[src/rtl/clk_en_gen_pkg.sv]
// Shared types and reset constants for the fractional clock-enable generator.
package clk_en_gen_pkg;

    localparam int PKG_INT_W    = 16;
    localparam int PKG_FRAC_W   = 8;
    localparam int DEF_INT_RST  = 288;
    localparam int DEF_FRAC_RST = 0;
    localparam int TICK_W       = 16;

    typedef struct packed {
        logic [PKG_INT_W-1:0]  div_int;
        logic [PKG_FRAC_W-1:0] div_frac;
        logic                  run;
    } div_cfg_t;

endpackage

[src/rtl/clk_en_gen_ch.sv]
// One fractional clock-enable channel: period counter, phase accumulator and shadowed divisor.
// Optional pulse counter enabled by CLK_EN_GEN_TICK_CNT_EN.
module clk_en_gen_ch
    import clk_en_gen_pkg::*;
#(
    parameter int INT_W    = PKG_INT_W,
    parameter int FRAC_W   = PKG_FRAC_W,
    parameter int DEF_INT  = DEF_INT_RST,
    parameter int DEF_FRAC = DEF_FRAC_RST
) (
    input  logic              clk,
    input  logic              reset,
    input  logic              cfg_wr,
    input  logic [INT_W-1:0]  cfg_int,
    input  logic [FRAC_W-1:0] cfg_frac,
    input  logic              cfg_run,
    input  logic              sync_restart,
    output logic              pending,
    output logic              clk_en
`ifdef CLK_EN_GEN_TICK_CNT_EN
    ,
    output logic [TICK_W-1:0] tick_cnt
`endif
);

    logic [INT_W-1:0]  cnt;
    logic [INT_W-1:0]  act_int;
    logic [INT_W-1:0]  sh_int;
    logic [INT_W-1:0]  eff_int;
    logic [FRAC_W-1:0] acc;
    logic [FRAC_W-1:0] act_frac;
    logic [FRAC_W-1:0] sh_frac;
    logic              act_run;
    logic              sh_run;
    logic              carry;
    logic              terminal;
    logic [FRAC_W:0]   acc_sum;
    logic [INT_W:0]    last;

    // acc only changes at terminal count, so the carry (and hence P) is fixed for the whole period
    always_comb begin
        eff_int  = (act_int == '0) ? INT_W'(1) : act_int;
        acc_sum  = {1'b0, acc} + {1'b0, act_frac};
        carry    = acc_sum[FRAC_W];
        last     = {1'b0, eff_int} - (INT_W+1)'(1) + {{INT_W{1'b0}}, carry};
        terminal = act_run && ({1'b0, cnt} == last);
    end

    always_ff @(posedge clk or posedge reset) begin
        if (reset) begin
            cnt      <= '0;
            acc      <= '0;
            act_int  <= INT_W'(DEF_INT);
            act_frac <= FRAC_W'(DEF_FRAC);
            act_run  <= 1'b1;
            sh_int   <= '0;
            sh_frac  <= '0;
            sh_run   <= 1'b0;
            pending  <= 1'b0;
            clk_en   <= 1'b0;
        end else if (sync_restart) begin
            cnt     <= '0;
            acc     <= '0;
            clk_en  <= 1'b0;
            pending <= 1'b0;
            if (cfg_wr) begin
                act_int  <= cfg_int;
                act_frac <= cfg_frac;
                act_run  <= cfg_run;
            end else if (pending) begin
                act_int  <= sh_int;
                act_frac <= sh_frac;
                act_run  <= sh_run;
            end
        end else if (cfg_wr && !act_run) begin
            act_int  <= cfg_int;
            act_frac <= cfg_frac;
            act_run  <= cfg_run;
            cnt      <= '0;
            acc      <= '0;
            clk_en   <= 1'b0;
        end else begin
            clk_en <= terminal;
            if (cfg_wr) begin
                sh_int  <= cfg_int;
                sh_frac <= cfg_frac;
                sh_run  <= cfg_run;
                pending <= 1'b1;
            end
            if (!act_run) begin
                cnt <= '0;
                acc <= '0;
            end else if (terminal) begin
                cnt <= '0;
                acc <= acc_sum[FRAC_W-1:0];
                // cfg_wr is gated by !pending upstream, so these never collide
                if (pending) begin
                    act_int  <= sh_int;
                    act_frac <= sh_frac;
                    act_run  <= sh_run;
                    pending  <= 1'b0;
                end
            end else begin
                cnt <= cnt + INT_W'(1);
            end
        end
    end

`ifdef CLK_EN_GEN_TICK_CNT_EN
    always_ff @(posedge clk or posedge reset) begin
        if (reset) begin
            tick_cnt <= '0;
        end else if (sync_restart) begin
            tick_cnt <= '0;
        end else if (clk_en) begin
            tick_cnt <= tick_cnt + TICK_W'(1);
        end
    end
`endif

endmodule

[src/rtl/clk_en_gen.sv]
// Multi-channel fractional clock-enable generator with shared config port.
// Define CLK_EN_GEN_TICK_CNT_EN to add per-channel pulse counters on tick_cnt.
module clk_en_gen
    import clk_en_gen_pkg::*;
#(
    parameter int NUM_CH   = 2,
    parameter int INT_W    = PKG_INT_W,
    parameter int FRAC_W   = PKG_FRAC_W,
    parameter int DEF_INT  = DEF_INT_RST,
    parameter int DEF_FRAC = DEF_FRAC_RST,
    localparam int CH_W    = (NUM_CH > 1) ? $clog2(NUM_CH) : 1
) (
    input  logic              clk,
    input  logic              reset,
    input  logic              cfg_valid,
    output logic              cfg_ready,
    input  logic [CH_W-1:0]   cfg_ch,
    input  logic [INT_W-1:0]  cfg_int,
    input  logic [FRAC_W-1:0] cfg_frac,
    input  logic              cfg_run,
    input  logic              sync_restart,
    output logic [NUM_CH-1:0] clk_en
`ifdef CLK_EN_GEN_TICK_CNT_EN
    ,
    output logic [NUM_CH*TICK_W-1:0] tick_cnt
`endif
);

    logic [NUM_CH-1:0] pending;
    logic [NUM_CH-1:0] cfg_wr;

    // Unmapped channel indices read as ready so the writer never stalls on them
    always_comb begin
        cfg_ready = 1'b1;
        for (int i = 0; i < NUM_CH; i++) begin
            if (cfg_ch == CH_W'(i)) begin
                cfg_ready = !pending[i];
            end
        end
    end

    for (genvar g = 0; g < NUM_CH; g++) begin : g_ch
        assign cfg_wr[g] = cfg_valid && cfg_ready && (cfg_ch == CH_W'(g));

        clk_en_gen_ch #(
            .INT_W    (INT_W),
            .FRAC_W   (FRAC_W),
            .DEF_INT  (DEF_INT),
            .DEF_FRAC (DEF_FRAC)
        ) u_ch (
            .clk          (clk),
            .reset        (reset),
            .cfg_wr       (cfg_wr[g]),
            .cfg_int      (cfg_int),
            .cfg_frac     (cfg_frac),
            .cfg_run      (cfg_run),
            .sync_restart (sync_restart),
            .pending      (pending[g]),
            .clk_en       (clk_en[g])
`ifdef CLK_EN_GEN_TICK_CNT_EN
            ,
            .tick_cnt     (tick_cnt[g*TICK_W +: TICK_W])
`endif
        );
    end

endmodule

[config.mk]
export PLATFORM = sky130hd
export DESIGN_NAME = clk_en_gen
export DESIGN_NICKNAME = d
export VERILOG_FILES = /design/src/rtl/clk_en_gen_pkg.sv /design/src/rtl/clk_en_gen_ch.sv /design/src/rtl/clk_en_gen.sv
export SDC_FILE = /design/constraint.sdc
export NUM_CORES = 1
export LEC_CHECK = 0
export CORE_MARGIN = 8
export CORE_UTILIZATION = 45
export DETAILED_ROUTE_END_ITERATION = 10
export GPL_TIMING_DRIVEN = 0
export SETUP_SLACK_MARGIN = 0.05
export SLEW_MARGIN = 40
export SYNTH_ARGS = -nofsm -noshare
export SYNTH_HDL_FRONTEND = slang
export SYNTH_HIERARCHICAL = 1
export SYNTH_SLANG_ARGS = --single-unit
[constraint.sdc]
create_clock -name clk -period 4.8 [get_ports clk]
set_clock_uncertainty 0.2 [all_clocks]
set_input_delay 0.96 -clock clk [delete_from_list [all_inputs] [get_ports clk]]
set_output_delay 0.96 -clock clk [all_outputs]
set_load 0.02 [all_outputs]
Word-level counts from Yosys, hierarchy flattened --
Index checks and enable logic that the tools add are counted.
Cells by class: multiplexer cells 73, reductions and logical operators 21, bitwise gates (word level) 4, $add $sub $neg 8, equal/unequal tests 8
Operator list (number):
- 16-bit 2-to-1 mux | 22
- 8-bit 2-to-1 mux | 20
- 17-bit by 1-bit adder with 17-bit output | 2
- 16-bit by 17-bit == test with 1-bit output | 2
- 16-bit by 1-bit subtractor with 17-bit output (second input constant) | 2
- 16-bit by 1-bit adder with 16-bit output (second input constant) | 2
- 16-bit zero test | 2
- 1-bit 2-to-1 mux | 31
- 8-bit by 8-bit adder with 9-bit output | 2
- 3-bit nonzero test | 4
- 4-bit != test (second input constant) | 2
- 1-bit logical AND | 7
- 3-bit by 1-bit != test with 1-bit output (second input constant) | 2
- 3-bit AND reduction | 2
- 1-bit zero test | 4
- 2-bit != test (second input constant) | 2
- 1-bit NOT | 4
- 2-bit AND reduction | 2
Storage, ports and cells: output and inout bits 3, flip-flop bits (word level) 152, word-level logic and storage cells 134, input port bits 30

Depth between registers and ports, before layout --
depth in word-level cells 10, mapped depth 21

Modules after synthesis --
Netlist, hierarchy kept.
Modules (own cells, without submodules):
- clk_en_gen_ch (g_ch[0].u_ch) | instances 1, sequential area each 1905.6 um2, cells each 454, area an instance 4616.9 um2
- clk_en_gen_ch (g_ch[1].u_ch) | instances 1, sequential area each 1905.6 um2, cells each 443, area an instance 4384.2 um2
- clk_en_gen | instances 1, sequential area each 0.0 um2, cells each 3, area an instance 26.3 um2

Least setup slack after synthesis --
OpenSTA, ideal clock, no wires.
path kind reg2reg, start register g_ch[1].u_ch.act_frac[0], end register g_ch[1].u_ch.act_frac[0], arrival 4.201 ns, buffers on the path 1, setup time 0.140 ns, required time 4.460 ns, setup slack 0.259 ns, stages on the path, launching flop included 21, cells stage by stage dfrtp_1 > ha_1 > inv_1 > fa_1 > nor2b_1 > o21ai_0 > a21boi_0 > o21a_1 > o21ai_0 > nand2b_1 > a21oi_1 > ha_1 > ha_1 > nor3b_2 > or3_1 > a2111oi_2 > o211ai_1 > or4b_4 > nor4_4 > buf_6 > o32ai_1
Between the ends: longest elaborated chain between the ends 6
RTL lines:
- start, declared | line clk_en_gen_ch.sv:31 | logic [FRAC_W-1:0] act_frac;
- start signal, assigned | line clk_en_gen_ch.sv:54 | act_frac <= FRAC_W'(DEF_FRAC);
- start signal, assigned | line clk_en_gen_ch.sv:68 | act_frac <= cfg_frac;
- start signal, assigned | line clk_en_gen_ch.sv:72 | act_frac <= sh_frac;
- 8-bit by 8-bit adder with 9-bit output | line clk_en_gen_ch.sv:43 | acc_sum = {1'b0, acc} + {1'b0, act_frac};
- 17-bit by 1-bit adder with 17-bit output | line clk_en_gen_ch.sv:45 | last = {1'b0, eff_int} - (INT_W+1)'(1) + {{INT_W{1'b0}}, carry};
- 16-bit by 17-bit == test with 1-bit output | line clk_en_gen_ch.sv:46 | terminal = act_run && ({1'b0, cnt} == last);
- 1-bit logical AND | line clk_en_gen_ch.sv:46
- 3-bit nonzero test (no source line)
- 2-bit AND reduction (no source line)
Parallel ways exist; a longest one is shown, timed or not. The select of a mux whose other input is x is not followed. A chain may end at the register's enable or synchronous reset.

Worst setup path after layout --
start register g_ch[1].u_ch.act_frac[0], end register g_ch[1].u_ch.act_int[2]
Between the ends: longest elaborated chain between the ends 6
RTL lines:
- 8-bit by 8-bit adder with 9-bit output | line clk_en_gen_ch.sv:43
- 17-bit by 1-bit adder with 17-bit output | line clk_en_gen_ch.sv:45
- 16-bit by 17-bit == test with 1-bit output | line clk_en_gen_ch.sv:46
- 1-bit logical AND | line clk_en_gen_ch.sv:46
- 3-bit nonzero test (no source line)
- 2-bit AND reduction (no source line)
- end signal, assigned | line clk_en_gen_ch.sv:53 | act_int <= INT_W'(DEF_INT);
- end signal, assigned | line clk_en_gen_ch.sv:67 | act_int <= cfg_int;
- end signal, assigned | line clk_en_gen_ch.sv:71 | act_int <= sh_int;
- end, declared | line clk_en_gen_ch.sv:27 | logic [INT_W-1:0] act_int;
No other way between the ends.

==> summary.txt <==
Run status
  – Status: finished, final reports clean

Floorplanning
  – Height of the die: between 150 and 200 um
  – Starting Density: roughly 45%
  – Die X: 157.6 um
  – Core area: 19970 um2
  – Top Ports: 33
  – Rows: between 50 and 60
  – Die area: ~25000 um2

Worst setup path
  – Crit path capture: g_ch[1].u_ch/act_int[2]$_DFFE_PP0P_
  – CP startpoint kind: flop
  – Crit. End Element: flop
  – Worst R2R Start: g_ch[1].u_ch/act_frac[0]$_DFFE_PP0P_
  – Crit. Startpoint: g_ch[1].u_ch/act_frac[0]$_DFFE_PP0P_
  – Crit-path max FO: 6
  – FF-to-FF End: g_ch[1].u_ch/act_int[2]$_DFFE_PP0P_
  – CP Data Arrival Time: 4.77 ns
  – Worst R2R Path Depth: 21
  – Crit path required time: roughly 5 ns
  – FF-to-FF setup slack: 0.12 ns
  – Crit path kind: reg -> reg

Layout
  – Nets@finish: roughly 1000
  – P&R area growth vs syn: 19.79%
  – Final core utilization: between 50% and 60%
  – Final Non-Filler Cells: 1261
  – Final instance area: between 10000 and 15000 um2
  – Diode count: 0
  – Share of cells above drive strength 1: approximately a fifth

Synth
  – Seq/Total Area, Yosys: a little over two fifths
  – Syn Inst Count: 900
  – Synth top area cells: dfrtp_1, mux2_2, xnor2_1, xor2_1, a21oi_1
  – Cell variety after synth: between 70 and 80
  – Post-synthesis average cell area: between 10 and 15 um2
  – Synth Register Bits: 152
  – Count leader, synth: dfrtp_1
  – Commonest cells post-synth: dfrtp_1, nor2_1, a21oi_1, mux2_2, inv_1
  – Ys Warns: 6
  – Synth Cell Area: about 9000 um2
  – Async S/R FF share, synth: 100.0%
  – Syn Nets: roughly 950
  – Top FF cell, synth: dfrtp_1
  – Number of synthesized flops with an enable pin: 0
  – Synth area leader: dfrtp_1
  – Synth top area share: about two fifths

Power
  – PD cells: 474.2 nW/um2
  – LEAKAGE: approximately 4.5 nW
  – Worst VDD drop: ~0.00024 V
  – Total Power: between 5 and 6 mW

Routing
  – Drt drc: 0
  – Vias per cell: between 5 and 6
  – Vias: ~7000
  – Pre-antenna DRT Iters: 5
  – Post-DR wirelength/cell: between 15 and 20 um
  – Routed Antenna Nets: 0
  – Total wire length: around 22000 um
  – 1st-iter DRT viols: 344

STA
  – RSZ-0062 raised after global routing: yes
  – Final hold violation count: 0
  – Worst-Margin Slew: a little over 0.7 ns
  – Period utilization: a little over nine tenths
  – Worst setup slack after layout: 0.1184 ns
  – Finish-stage setup viols: 0
  – Achievable clock frequency: approximately 0.21 GHz
  – Slew margin rel.: around 50%
  – Setup TNS Final: 0 ns
  – Hold WS: ~0.3 ns
  – Slew Limit Fails: 0
  – Min Tclk post-route: 4.682 ns

Global routing
  – Initial antenna violation count: 0
  – Global-route wire length before repair: roughly 37000 um
  – Largest net degree at the start of global routing: 47
  – Gr usage total: about a fifth
  – Vias in the first global route: around 7000
  – Total gr overflow: 0

Placed design
  – I/O Buffers: 32
  – Final Wtd Congestion: between 0.8 and 0.9
  – Place WS: -0.6103 ns
  – Detailed Place HPWL: 16100 um
  – Placed cell count: 1204
  – Post-DP Area: between 9000 and 10000 um2

Clock network
  – H-tree depth: 4
  – Clock transition at path regs: 0.06 ns
  – Root buffer selected by CTS: clkbuf_16
  – # clock sinks: between 150 and 200
  – CTS tree: yes
  – Worst skew pair latency: around 0.42 ns
  – Num CTS Buffers: 17
  – Clock Tree Buf Depth: 2

Worst hold path
  – Min-delay worst type: reg -> reg

Job
  – Max_cap viols: 0
area by class of cell:
cell class              count  area, um2
well taps                 270      337.8
clock inverters            10      165.2
flip-flops and latches    152       3811
repair buffers             59      588.1
inverters                  45      178.9
multi-input cells         646       4935
plain buffers              57      324.1
clock buffers              22      474.2
fillers                  1850       9160
routing by layer:
layer  track usage, %  wire length (um)
met5                0                 0
met4            6.029               390
met3            3.631               513
met2            32.64             11450
met1            23.39             10100
how the worst min path moves through the flow:
stage / start / end / slack [ns] / cells after the start
final: g_ch[1].u_ch/sh_int[15]$_DFFE_PP0P_ / g_ch[1].u_ch/sh_int[15]$_DFFE_PP0P_ / 0.30 / 1
after global routing: g_ch[1].u_ch/sh_frac[0]$_DFFE_PP0P_ / g_ch[1].u_ch/sh_frac[0]$_DFFE_PP0P_ / 0.31 / 1
after CTS: g_ch[1].u_ch/sh_frac[7]$_DFFE_PP0P_ / g_ch[1].u_ch/sh_frac[7]$_DFFE_PP0P_ / 0.30 / 1
after detailed placement: g_ch[1].u_ch/sh_frac[7]$_DFFE_PP0P_ / g_ch[1].u_ch/sh_frac[7]$_DFFE_PP0P_ / 0.28 / 1
after global placement: g_ch[1].u_ch/sh_int[13]$_DFFE_PP0P_ / g_ch[1].u_ch/sh_int[13]$_DFFE_PP0P_ / 0.28 / 1
after floorplan: g_ch[1].u_ch/sh_frac[7]$_DFFE_PP0P_ / g_ch[1].u_ch/sh_frac[7]$_DFFE_PP0P_ / 0.27 / 1
cells in the final DEF (no fill, tap or decap), types with 24 or more instances in the layout:
master           instances
nand3_1                 35
dfrtp_1                146
a211oi_1                27
o22ai_1                 26
inv_1                   42
o21ai_0                 24
a21oi_1                 54
clkdlybuf4s50_1         32
nor2_1                  76
buf_4                   29
xnor2_1                 38
and3_1                  38
mux2_2                  50
xor2_1                  35
clkbuf_1                34
nand2_1                 29
state kept, by name, indices dropped and copies added, names as in the netlist:
signal and flops:
g_ch.u_ch/sh_frac 16, g_ch.u_ch/act_int 32, g_ch.u_ch/acc 16, g_ch.u_ch/sh_int 32, g_ch.u_ch/clk_en 2, g_ch.u_ch/act_frac 16, g_ch.u_ch/act_run 2, g_ch.u_ch/cnt 32
g_ch.u_ch/sh_run 2, g_ch.u_ch/pending 2
repair_timing:
action / in CTS / in global routing
buffers inserted: 14 / 9
pin swaps: 13 / 23
hold buffers: 0 / 0
setup endpoints to repair: 90 / 93
resized for setup: 28 / 31
gates cloned: 1 / 1
kinds of logic after synthesis:
| family | count (synthesis) | synth area share, % |
|---|---|---|
| and+or+nand+nor | 263 | 16.59 |
| DFF | 152 | 42.22 |
| muxes | 52 | 6.459 |
| xor gates and xnor gates | 74 | 7.179 |
| AOI/OAI and AO/OA | 233 | 18.91 |
| buffers and inverters | 102 | 5.156 |
| adders and majority gates | 24 | 3.493 |
worst max-delay path, cell delays in order, from the launching register on:
cell and delay [ns]:
dfrtp_1 0.39, ha_2 0.19, inv_2 0.05, fa_2 0.20
nor2b_1 0.05, o21ai_1 0.15, a21boi_1 0.10, o21a_1 0.20
o21ai_2 0.17, nand2b_1 0.10, a21oi_2 0.22, ha_2 0.24
ha_4 0.14, nor3b_4 0.30, a21oi_2 0.14, a2111oi_4 0.41
o211ai_1 0.17, or4b_4 0.58, nor4_4 0.16, buf_6 0.17
clkbuf_16 0.14, o32ai_1 0.07
power by group:
group          internal, mW  switching, mW
Combinational         0.838          0.963
Sequential             1.62          0.250
Clock                 0.917          0.536
Total                  3.38           1.75
Note: power is estimated with default switching activity, not from simulation.
